<file path="config.mk">
export PLATFORM = sky130hd
export DESIGN_NAME = arb_mux_n
export DESIGN_NICKNAME = d
export VERILOG_FILES = /design/src/rtl/arb_mux_pkg.sv /design/src/rtl/arb_mux_n_rr_arbiter.sv /design/src/rtl/arb_mux_n.sv
export SDC_FILE = /design/constraint.sdc
export NUM_CORES = 1
export LEC_CHECK = 0
export CAP_MARGIN = 15
export CORE_AREA = 2 2 122 124
export CTS_BUF_LIST = sky130_fd_sc_hd__clkbuf_8
export DETAILED_ROUTE_END_ITERATION = 16
export DIE_AREA = 0 0 124 126
export GPL_TIMING_DRIVEN = 0
export PLACE_DENSITY = 0.81
export SYNTH_ARGS = -nofsm -noshare
export SYNTH_HDL_FRONTEND = slang
export SYNTH_SLANG_ARGS = --single-unit
</file>
<file path="constraint.sdc">
create_clock -name clk -period 6.5 [get_ports clk]
set_clock_uncertainty 0.15 [all_clocks]
set_input_delay 1.95 -clock clk [delete_from_list [all_inputs] [get_ports clk]]
set_output_delay 1.95 -clock clk [all_outputs]
set_load 0.02 [all_outputs]
</file>
<file path="src/rtl/arb_mux_pkg.sv">
// Shared constants and helpers for the arbitrating N:1 multiplexer.
//   ARB_RR / ARB_FIXED : arbitration mode selectors for the arb_mode parameter.
//   wrap_inc()         : index increment that wraps at a channel count.
package arb_mux_pkg;

    localparam int unsigned ARB_RR    = 0;
    localparam int unsigned ARB_FIXED = 1;

    // Next index after idx, wrapping n-1 back to 0.
    function automatic int unsigned wrap_inc(input int unsigned idx, input int unsigned n);
        return (idx + 32'd1 >= n) ? 32'd0 : idx + 32'd1;
    endfunction

endpackage

</file>
<file path="src/rtl/arb_mux_n_rr_arbiter.sv">
// Combinational arbiter: picks one requester from req.
//   req        : per-channel request vector (already masked by eligibility/slot state).
//   ptr        : round-robin search start; ignored in fixed-priority mode.
//   grant      : one-hot grant, all zero when no request.
//   grant_idx  : encoded index of the granted channel (0 when none).
//   grant_valid: a grant was issued.
module rr_arbiter
    import arb_mux_pkg::*;
#(
    parameter int unsigned channels = 8,
    parameter int unsigned arb_mode = ARB_RR,
    localparam int unsigned sel_width = $clog2(channels)
) (
    input  logic [channels-1:0]  req,
    input  logic [sel_width-1:0] ptr,
    output logic [channels-1:0]  grant,
    output logic [sel_width-1:0] grant_idx,
    output logic                 grant_valid
);

    int unsigned start_idx;
    int unsigned cand;

    // Search channels in the order start, start+1, ..., wrapping at channels-1;
    // fixed priority is the same search anchored at 0.
    always_comb begin
        grant       = '0;
        grant_idx   = '0;
        grant_valid = 1'b0;
        cand        = 32'd0;
        start_idx   = (arb_mode == ARB_FIXED) ? 32'd0 : 32'(ptr);
        if (start_idx >= channels) begin
            start_idx = 32'd0;
        end
        for (int unsigned i = 0; i < channels; i++) begin
            cand = start_idx + i;
            if (cand >= channels) begin
                cand = cand - channels;
            end
            if (!grant_valid && req[cand[sel_width-1:0]]) begin
                grant_valid                  = 1'b1;
                grant[cand[sel_width-1:0]]   = 1'b1;
                grant_idx                    = cand[sel_width-1:0];
            end
        end
    end

endmodule

</file>
<file path="src/rtl/arb_mux_n.sv">
// N-channel arbitrating multiplexer with a one-entry registered output slot.
//   clk, rst_n   : rising-edge clock, asynchronous active-low reset.
//   in_data      : flattened channel data, channel k at [k*bus_size +: bus_size].
//   in_valid     : per-channel request.
//   in_ready     : per-channel accept, at most one bit high (combinational).
//   force_sel_en : restrict eligibility to channel force_sel only.
//   force_sel    : forced channel index; values >= channels select nothing.
//   out_data     : data held in the slot.
//   out_channel  : channel index held in the slot.
//   out_valid    : slot holds data.
//   out_ready    : consumer accepts the slot this cycle.
module arb_mux_n
    import arb_mux_pkg::*;
#(
    parameter int unsigned bus_size = 32,
    parameter int unsigned channels = 8,
    parameter int unsigned arb_mode = ARB_RR,
    localparam int unsigned sel_width = $clog2(channels)
) (
    input  logic                         clk,
    input  logic                         rst_n,
    input  logic [channels*bus_size-1:0] in_data,
    input  logic [channels-1:0]          in_valid,
    output logic [channels-1:0]          in_ready,
    input  logic                         force_sel_en,
    input  logic [sel_width-1:0]         force_sel,
    output logic [bus_size-1:0]          out_data,
    output logic [sel_width-1:0]         out_channel,
    output logic                         out_valid,
    input  logic                         out_ready
);

    logic [bus_size-1:0]  ch_data [channels];
    logic [channels-1:0]  eligible;
    logic [channels-1:0]  req;
    logic [channels-1:0]  grant;
    logic [sel_width-1:0] grant_idx;
    logic                 grant_valid;
    logic                 load_ok;

    logic                 out_valid_q, out_valid_d;
    logic [bus_size-1:0]  out_data_q, out_data_d;
    logic [sel_width-1:0] out_channel_q, out_channel_d;
    logic [sel_width-1:0] ptr_q, ptr_d;

    // An out-of-range force_sel matches no channel, so nothing is eligible.
    for (genvar g = 0; g < channels; g++) begin : g_chan
        assign ch_data[g]  = in_data[g*bus_size +: bus_size];
        assign eligible[g] = in_valid[g] && (!force_sel_en || force_sel == sel_width'(g));
    end

    // Slot can take new data when empty or being drained in the same cycle.
    assign load_ok = !out_valid_q || out_ready;
    assign req     = load_ok ? eligible : '0;

    rr_arbiter #(
        .channels (channels),
        .arb_mode (arb_mode)
    ) u_arbiter (
        .req         (req),
        .ptr         (ptr_q),
        .grant       (grant),
        .grant_idx   (grant_idx),
        .grant_valid (grant_valid)
    );

    assign in_ready = grant;

    always_comb begin
        out_valid_d   = out_valid_q;
        out_data_d    = out_data_q;
        out_channel_d = out_channel_q;
        ptr_d         = ptr_q;
        if (load_ok) begin
            out_valid_d = grant_valid;
        end
        if (grant_valid) begin
            out_data_d    = ch_data[grant_idx];
            out_channel_d = grant_idx;
            // Forced grants must not disturb round-robin fairness.
            if (arb_mode == ARB_RR && !force_sel_en) begin
                ptr_d = sel_width'(wrap_inc(32'(grant_idx), channels));
            end
        end
    end

    always_ff @(posedge clk or negedge rst_n) begin
        if (!rst_n) begin
            out_valid_q   <= 1'b0;
            out_data_q    <= '0;
            out_channel_q <= '0;
            ptr_q         <= '0;
        end else begin
            out_valid_q   <= out_valid_d;
            out_data_q    <= out_data_d;
            out_channel_q <= out_channel_d;
            ptr_q         <= ptr_d;
        end
    end

    assign out_valid   = out_valid_q;
    assign out_data    = out_data_q;
    assign out_channel = out_channel_q;

endmodule

</file>
==> results of run 1 <==
-- critical path, delay by kind of cell --
kind	cells	cell delay (ns)
AO/OA/AOI/OAI	5	1.23
AND/OR/NAND/NOR	4	0.76
buffers and inverters	3	0.42
multiplexers	1	0.19
-- final timing paths --
check,end,cells past startpoint,start,slack [ns]
worst max-delay path,in_ready[0],13,force_sel[2],-0.15
worst min-delay path,out_channel[1],1,out_channel[1],0.33
worst max register to register,ptr_q[2],16,ptr_q[0],0.90
worst min register to register,out_channel[1],1,out_channel[1],0.33
max in group asynchronous,out_data[4],2,rst_n,4.32
min in group asynchronous,out_data[26],1,rst_n,1.41
-- flip-flops by register name (all words and copies together), names as in the netlist --
| signal | count |
|---|---|
| out_data | 32 |
| ptr_q | 3 |
| out_channel | 3 |
| out_valid | 1 |
-- timing repair --
action,CTS,global route
gates resized for setup,110,37
setup endpoints to repair,8,8
pin swaps,18,20
setup buffers,11,8
gates cloned,0,0
-- area by class of cell --
cell class,instances,area (µm²)
clock buffers,5,68.8
plain buffers,63,293
clock inverters,3,12.5
inverters,8,32.5
flip-flops and latches,39,976
well taps,184,230
repair buffers,334,3300
multi-input cells,566,4100
fillers,1286,5300
-- logic make-up after synthesis --
family | after synthesis | share of synthesized area
flops | 39 | 0.190
simple gates | 229 | 0.207
compound gates | 242 | 0.329
mux | 84 | 0.190
fa+ha+maj | 7 | 0.0170
xor+xnor | 4 | 0.00681
buf+inv | 71 | 0.0606
-- per-layer routing --
metal  wire length, µm  vias up  part of all wire
met5                 0        -                 0
met4              1050        0             0.041
met3              2520       76             0.098
met2             12000      468              0.47
met1             10000     3300              0.39
li1                  -     3304                 -
-- per-stage QoR --
stage	utilization	hold WS, ns	setup TNS, ns	std cells	cell area [µm²]
final	0.630	0.335	-0.706	1202	9020
after global placement	0.595	0.308	-9.95	1174	8520
after floorplan	-	0.431	0	676	5140
after global routing	0.630	0.368	-1.54	1202	9020
after detailed placement	0.596	0.325	-10.44	1175	8530
after CTS	0.618	0.343	-0.960	1194	8850
-- layout by cell type, fill, tap and decap left out, types with 4 or more instances in the layout --
cell / Yosys / layout
sky130_fd_sc_hd__clkdlybuf4s50_1: 0 / 297
sky130_fd_sc_hd__nand3_1: 73 / 72
sky130_fd_sc_hd__nand2_1: 72 / 68
sky130_fd_sc_hd__o21ai_0: 51 / 44
sky130_fd_sc_hd__nor2_1: 50 / 43
sky130_fd_sc_hd__dfrtp_1: 39 / 39
sky130_fd_sc_hd__a21oi_1: 39 / 38
sky130_fd_sc_hd__clkbuf_1: 36 / 36
sky130_fd_sc_hd__a31oi_1: 37 / 36
sky130_fd_sc_hd__mux2i_1: 37 / 35
sky130_fd_sc_hd__o211ai_1: 34 / 34
sky130_fd_sc_hd__mux2_2: 36 / 32
sky130_fd_sc_hd__a221o_1: 32 / 32
sky130_fd_sc_hd__buf_4: 3 / 27
sky130_fd_sc_hd__buf_2: 15 / 16
sky130_fd_sc_hd__inv_1: 6 / 7
sky130_fd_sc_hd__mux4_2: 7 / 7
sky130_fd_sc_hd__ha_1: 7 / 7
sky130_fd_sc_hd__buf_1: 7 / 6
sky130_fd_sc_hd__nand2_2: 1 / 5
sky130_fd_sc_hd__o21ai_1: 2 / 5
sky130_fd_sc_hd__nand4_1: 5 / 5
sky130_fd_sc_hd__o21a_1: 5 / 5
sky130_fd_sc_hd__buf_6: 2 / 5
sky130_fd_sc_hd__clkbuf_8: 0 / 5
sky130_fd_sc_hd__nor2_2: 0 / 4
sky130_fd_sc_hd__nor2_4: 1 / 4
sky130_fd_sc_hd__a222oi_1: 4 / 4
sky130_fd_sc_hd__o21ai_2: 0 / 4
sky130_fd_sc_hd__mux2_4: 0 / 4
sky130_fd_sc_hd__mux2_1: 4 / 4
==> qor.json, run 1 <==
{
  "vias_per_cell": 5.95,
  "timing.slew.headroom": 0.539,
  "synth_area_um2": 5140,
  "netlist-cell-type-count": 67,
  "grt_setup_unrepaired": "yes",
  "layout-drive-gt1-share": 0.154,
  "final_number_of_max_transition_violations": 0,
  "postSynth.topFlopCell": "sky130_fd_sc_hd__dfrtp_1",
  "clk_path_buf_depth": 2,
  "synth_seq_cells": 39,
  "top_usage_layer": "met2",
  "first_pass_iteration_count_of_the_detailed_router": 5,
  "htree_num_levels": 2,
  "period_needed_ns": 6.65,
  "postLayoutSetupSlackWorst_ns": -0.149,
  "crit_chain": "buf_12, and3b_2, o2111a_1, or2_4, buf_4, a221oi_2, o211a_4, nand4_1, o21ai_2, mux2_4, nor2_1, a31oi_1, buf_4",
  "final-hold-violation-count": 0,
  "numCtsBuffers": 5,
  "crit_path_max_fanout": 8,
  "timing.critical_path.to_type": "output port",
  "cts.clk_slew.worst_paths_ns": 0.08,
  "globalRouteTotalUtil": 0.313,
  "synthTopCellsByCount": "sky130_fd_sc_hd__nand3_1, sky130_fd_sc_hd__nand2_1, sky130_fd_sc_hd__o21ai_0, sky130_fd_sc_hd__nor2_1",
  "fp.coreArea_um2": 14300,
  "synth-seq-area-share": 0.190,
  "place.gp.congestion": 0.953,
  "startpoint_type": "primary input",
  "antenna_left": 0,
  "layout-area-overhead-vs-synth_pct": 75.3,
  "placement.setup.worst_slack_ns": -1.36,
  "use_met3": 0.0616,
  "worst_path_max_delay_cell": "sky130_fd_sc_hd__a221oi_2",
  "hpwlAfterDp_mm": 20.6,
  "grt.met2_usage": 0.517,
  "routedWlPerCell_um": 21.3,
  "dr_total_vias": 7148,
  "cpMostUsedCell": "sky130_fd_sc_hd__buf_4",
  "top_cell_type_by_total_area_after_synthesis": "sky130_fd_sc_hd__dfrtp_1",
  "critical_path_arrival_ns": 4.55,
  "row_count": 44,
  "fin_crit_sh": 1.02,
  "boundary_pins": 315,
  "drc": 0,
  "number_of_inserted_diodes": 0,
  "grt_overflow_total": 0,
  "totalWireLength_mm": 25.6,
  "nets": 1295,
  "cts_tree": "done",
  "vias_in_the_first_global_route": 6843,
  "holdBufCountCts": 0,
  "die_area_um2": 15600,
  "worstPathRequired_ns": 4.40,
  "first_pass_grt_wire_length_mm": 37.8,
  "syn_area_per_cell_um2": 7.61,
  "initial_util": 0.359,
  "synth_enable_flop_cells": 0,
  "clock_latency_ns": 0.29,
  "synth_largest_type_area_fraction": 0.190,
  "maxClockFrequency_mhz": 150,
  "tightest_slew_ns": 0.688,
  "critical_path.max_stage_delay_ns": 0.34,
  "numClockSinks": 39,
  "chipHeight_um": 126,
  "setup_viol": 8,
  "antenna_found_initial": 0,
  "grt_max_degree": 28,
  "run_status": "finished, violations left",
  "synth_warnings": 0,
  "cts_root_buf": "sky130_fd_sc_hd__clkbuf_8",
  "detail_route.iter0.violations": 513,
  "synth_most_common_cell": "sky130_fd_sc_hd__nand3_1",
  "globalRouteMet1Util": 0.401,
  "buffer_ports.inserted": 314,
  "floorplan.die.width_um": 124,
  "netlist_instances": 676,
  "critPathKind": "primary input to output port",
  "cap_violations": 0,
  "hold_path.class": "flip-flop to flip-flop",
  "violations_in_the_final_reports": "setup timing",
  "async_flop_share": 1.00,
  "synth.net_count": 954,
  "synth_top_cells_by_area": "sky130_fd_sc_hd__dfrtp_1, sky130_fd_sc_hd__mux2_2, sky130_fd_sc_hd__mux2i_1, sky130_fd_sc_hd__nand3_1, sky130_fd_sc_hd__a221o_1"
}
Power of run 1 is not shown: default switching activity piles up to over one toggle a cycle in this logic, so the estimate is an artifact.
==> run 2, diff against run 1 <==
--- a/config.mk
+++ b/config.mk
@@ -7,7 +7,6 @@
 export LEC_CHECK = 0
 export CAP_MARGIN = 15
 export CORE_AREA = 2 2 122 124
-export CTS_BUF_LIST = sky130_fd_sc_hd__clkbuf_8
 export DETAILED_ROUTE_END_ITERATION = 16
 export DIE_AREA = 0 0 124 126
 export GPL_TIMING_DRIVEN = 0
==> run 2 against run 1 <==
The flow still finishes with violations (setup timing). Routed wire length hardly changed. Via count is 0.20% lower. Fmax grew 0.19%. Flip-flop and latch count did not move. Non-clock buffer count is 1 higher. Register-to-register slack lost 0.03 ns. First-iteration DRC count rose by 30%. Critical path depth unchanged. Sequential share of layout area decreased by 0.095 points. Core utilization increased by 0.56 points. Critical endpoint is now in_ready[6].
==> qor.json, run 2 (synthesis gave the netlist of run 1 again) <==
{
  "crit_path_max_fanout": {"value": 8, "change": "unchanged"},
  "die_area": {"value": 15600, "unit": "µm²", "change": "unchanged"},
  "final_number_of_max_transition_violations": {"value": 0, "change": "unchanged"},
  "critPathKind": "primary input to output port",
  "dr_total_vias": {"value": 7134, "change": "-0.20%"},
  "detail_route.iter0.violations": {"value": 665, "change": "+30%"},
  "violations_in_the_final_reports": "setup timing",
  "initial_util": {"value": 0.359, "change": "unchanged"},
  "htree_num_levels": {"value": 2, "change": "unchanged"},
  "clock_latency": {"value": 0.28, "unit": "ns", "change": "about the same"},
  "maxClockFrequency": {"value": 151, "unit": "MHz", "change": "+0.19%"},
  "numClockSinks": {"value": 39, "change": "unchanged"},
  "layout-area-overhead-vs-synth_pct": 76.8,
  "place.gp.congestion": {"value": 0.953, "change": "unchanged"},
  "drc": {"value": 0, "change": "unchanged"},
  "antenna_left": {"value": 0, "change": "unchanged"},
  "final_cell_area": {"value": 9100, "unit": "µm²", "change": "+0.89%"},
  "cap_violations": {"value": 0, "change": "unchanged"},
  "hold_ws": {"value": 0.334, "unit": "ns", "change": "-0.00105 ns"},
  "routedWlPerCell": {"value": 21.3, "unit": "µm", "change": "about the same"},
  "clk_path_buf_depth": {"value": 2, "change": "unchanged"},
  "layout-drive-gt1-share": {"value": 0.155, "change": "+0.000830"},
  "setup_viol": {"value": 8, "change": "unchanged"},
  "regToRegSetupSlack": {"value": 0.87, "unit": "ns", "change": "-0.03 ns"},
  "totalWireLength": {"value": 25.6, "unit": "mm", "change": "about the same"},
  "hold_path.class": "flip-flop to flip-flop",
  "postLayoutSetupSlackWorst": {"value": -0.137, "unit": "ns", "change": "+0.0123 ns"},
  "first_pass_grt_wire_length": {"value": 37.8, "unit": "mm", "change": "about the same"},
  "holdBufCountCts": {"value": 0, "change": "unchanged"},
  "cts_root_buf": "sky130_fd_sc_hd__clkbuf_16",
  "finalSetupTns": {"value": -0.759, "unit": "ns", "change": "-0.0525 ns"},
  "globalRouteTotalUtil": {"value": 0.312, "change": "-0.000403"},
  "cts_tree": "done",
  "vias_in_the_first_global_route": {"value": 6837, "change": "-0.088%"},
  "largest_register_ff_count": {"value": 32, "change": "unchanged"},
  "run_status": "finished, violations left",
  "top_library_cells_by_usage_in_the_layout_fill_and_taps_aside": "sky130_fd_sc_hd__clkdlybuf4s50_1, sky130_fd_sc_hd__nand3_1, sky130_fd_sc_hd__nand2_1",
  "period_needed": {"value": 6.64, "unit": "ns", "change": "-0.0123 ns"},
  "grt_setup_unrepaired": "yes",
  "buffer_ports.inserted": {"value": 314, "change": "unchanged"},
  "vias_per_cell": {"value": 5.93, "change": "-0.28%"},
  "hpwlAfterDp": {"value": 20.6, "unit": "mm", "change": "unchanged"},
  "timing.slew.headroom": {"value": 0.527, "change": "-0.0117"},
  "worstPathRequired": {"value": 4.40, "unit": "ns", "change": "about the same"},
  "timing.critical_path.to_type": "output port",
  "standard_cell_area_after_detailed_placement": {"value": 8530, "unit": "µm²", "change": "unchanged"},
  "grt_overflow_total": {"value": 0, "change": "unchanged"},
  "first_pass_iteration_count_of_the_detailed_router": {"value": 6, "change": "+1"},
  "nets": {"value": 1296, "change": "+0.077%"},
  "numCtsBuffers": {"value": 5, "change": "unchanged"},
  "row_count": {"value": 44, "change": "unchanged"},
  "floorplan.die.width": {"value": 124, "unit": "µm", "change": "unchanged"},
  "antenna_found_initial": {"value": 0, "change": "unchanged"},
  "commonest_non_fill_non_tap_cell_in_the_layout": "sky130_fd_sc_hd__clkdlybuf4s50_1",
  "cts.clk_slew.worst_paths": {"value": 0.06, "unit": "ns", "change": "-0.02 ns"},
  "critical_path_arrival": {"value": 4.54, "unit": "ns", "change": "about the same"},
  "fp.coreArea": {"value": 14300, "unit": "µm²", "change": "unchanged"},
  "number_of_inserted_diodes": {"value": 0, "change": "unchanged"},
  "startpoint_type": "primary input",
  "fin_crit_sh": {"value": 1.02, "change": "-0.00189"},
  "final-hold-violation-count": {"value": 0, "change": "unchanged"},
  "chipHeight": {"value": 126, "unit": "µm", "change": "unchanged"},
  "boundary_pins": {"value": 315, "change": "unchanged"},
  "tightest_slew": {"value": 0.706, "unit": "ns", "change": "+0.0175 ns"},
  "grt_max_degree": {"value": 28, "change": "unchanged"}
}
[run 2: cell types whose count changed in the layout (fill, tap and decap cells not counted), moves of 2 or more]
cell	delta
sky130_fd_sc_hd__clkbuf_1	+2
sky130_fd_sc_hd__clkbuf_16	+5
sky130_fd_sc_hd__clkbuf_8	-5
sky130_fd_sc_hd__inv_1	-2
[run 2: routing by layer]
layer / GRT usage / wire length, µm / vias up
li1: - / - / 3307
met1: 0.401 / 10000 / 3303
met2: 0.516 / 12000 / 437
met3: 0.0648 / 2470 / 87
met4: 0.110 / 1170 / 0
met5: 0 / 0 / -
[run 2: worst paths after layout]
path,startpoint,endpoint,cells past startpoint
min in group asynchronous,rst_n,out_data[26],1
min reg2reg,out_channel[1],out_channel[1],1
min,out_channel[1],out_channel[1],1
max in group asynchronous,rst_n,out_data[4],2
max reg2reg,ptr_q[0],ptr_q[2],17
max,force_sel[2],in_ready[6],13
[run 2: final cells by class]
| cell class | instances | area (µm²) |
|---|---|---|
| buffer | 63 | 293 |
| tap | 184 | 230 |
| clock buffer | 7 | 133 |
| clock inverter | 1 | 5.00 |
| sequential | 39 | 976 |
| fill | 1277 | 5220 |
| timing repair buffer | 335 | 3310 |
| multi-input combinational | 566 | 4120 |
| inverter | 8 | 32.5 |
[run 2: what timing repair did]
action | 4_1_cts | 5_1_grt
setup endpoints to repair | 8 | 8
hold endpoints to repair | 0 | 0
buffers inserted | 11 | 9
gates resized for setup | 109 | 40
pin swaps | 18 | 20
[run 2: stage by stage]
step	util	setup slack [ns]	instances
final	0.636	-0.137	1203
after CTS	0.622	-0.151	1194
after detailed placement	0.596	-1.36	1175
after global routing	0.636	-0.236	1203
after global placement	0.595	-1.32	1174
after floorplan	-	0.0717	676
[run 2: critical path: stages]
cell,delay (ns)
sky130_fd_sc_hd__buf_12,0.11
sky130_fd_sc_hd__and3b_2,0.22
sky130_fd_sc_hd__o2111a_1,0.26
sky130_fd_sc_hd__or2_4,0.25
sky130_fd_sc_hd__buf_4,0.14
sky130_fd_sc_hd__a221oi_2,0.34
sky130_fd_sc_hd__o211a_4,0.24
sky130_fd_sc_hd__nand4_1,0.23
sky130_fd_sc_hd__o21ai_2,0.23
sky130_fd_sc_hd__mux2_4,0.20
sky130_fd_sc_hd__nor2_4,0.04
sky130_fd_sc_hd__a31oi_2,0.17
sky130_fd_sc_hd__buf_4,0.17
Power of run 2 is left out for the same reason.
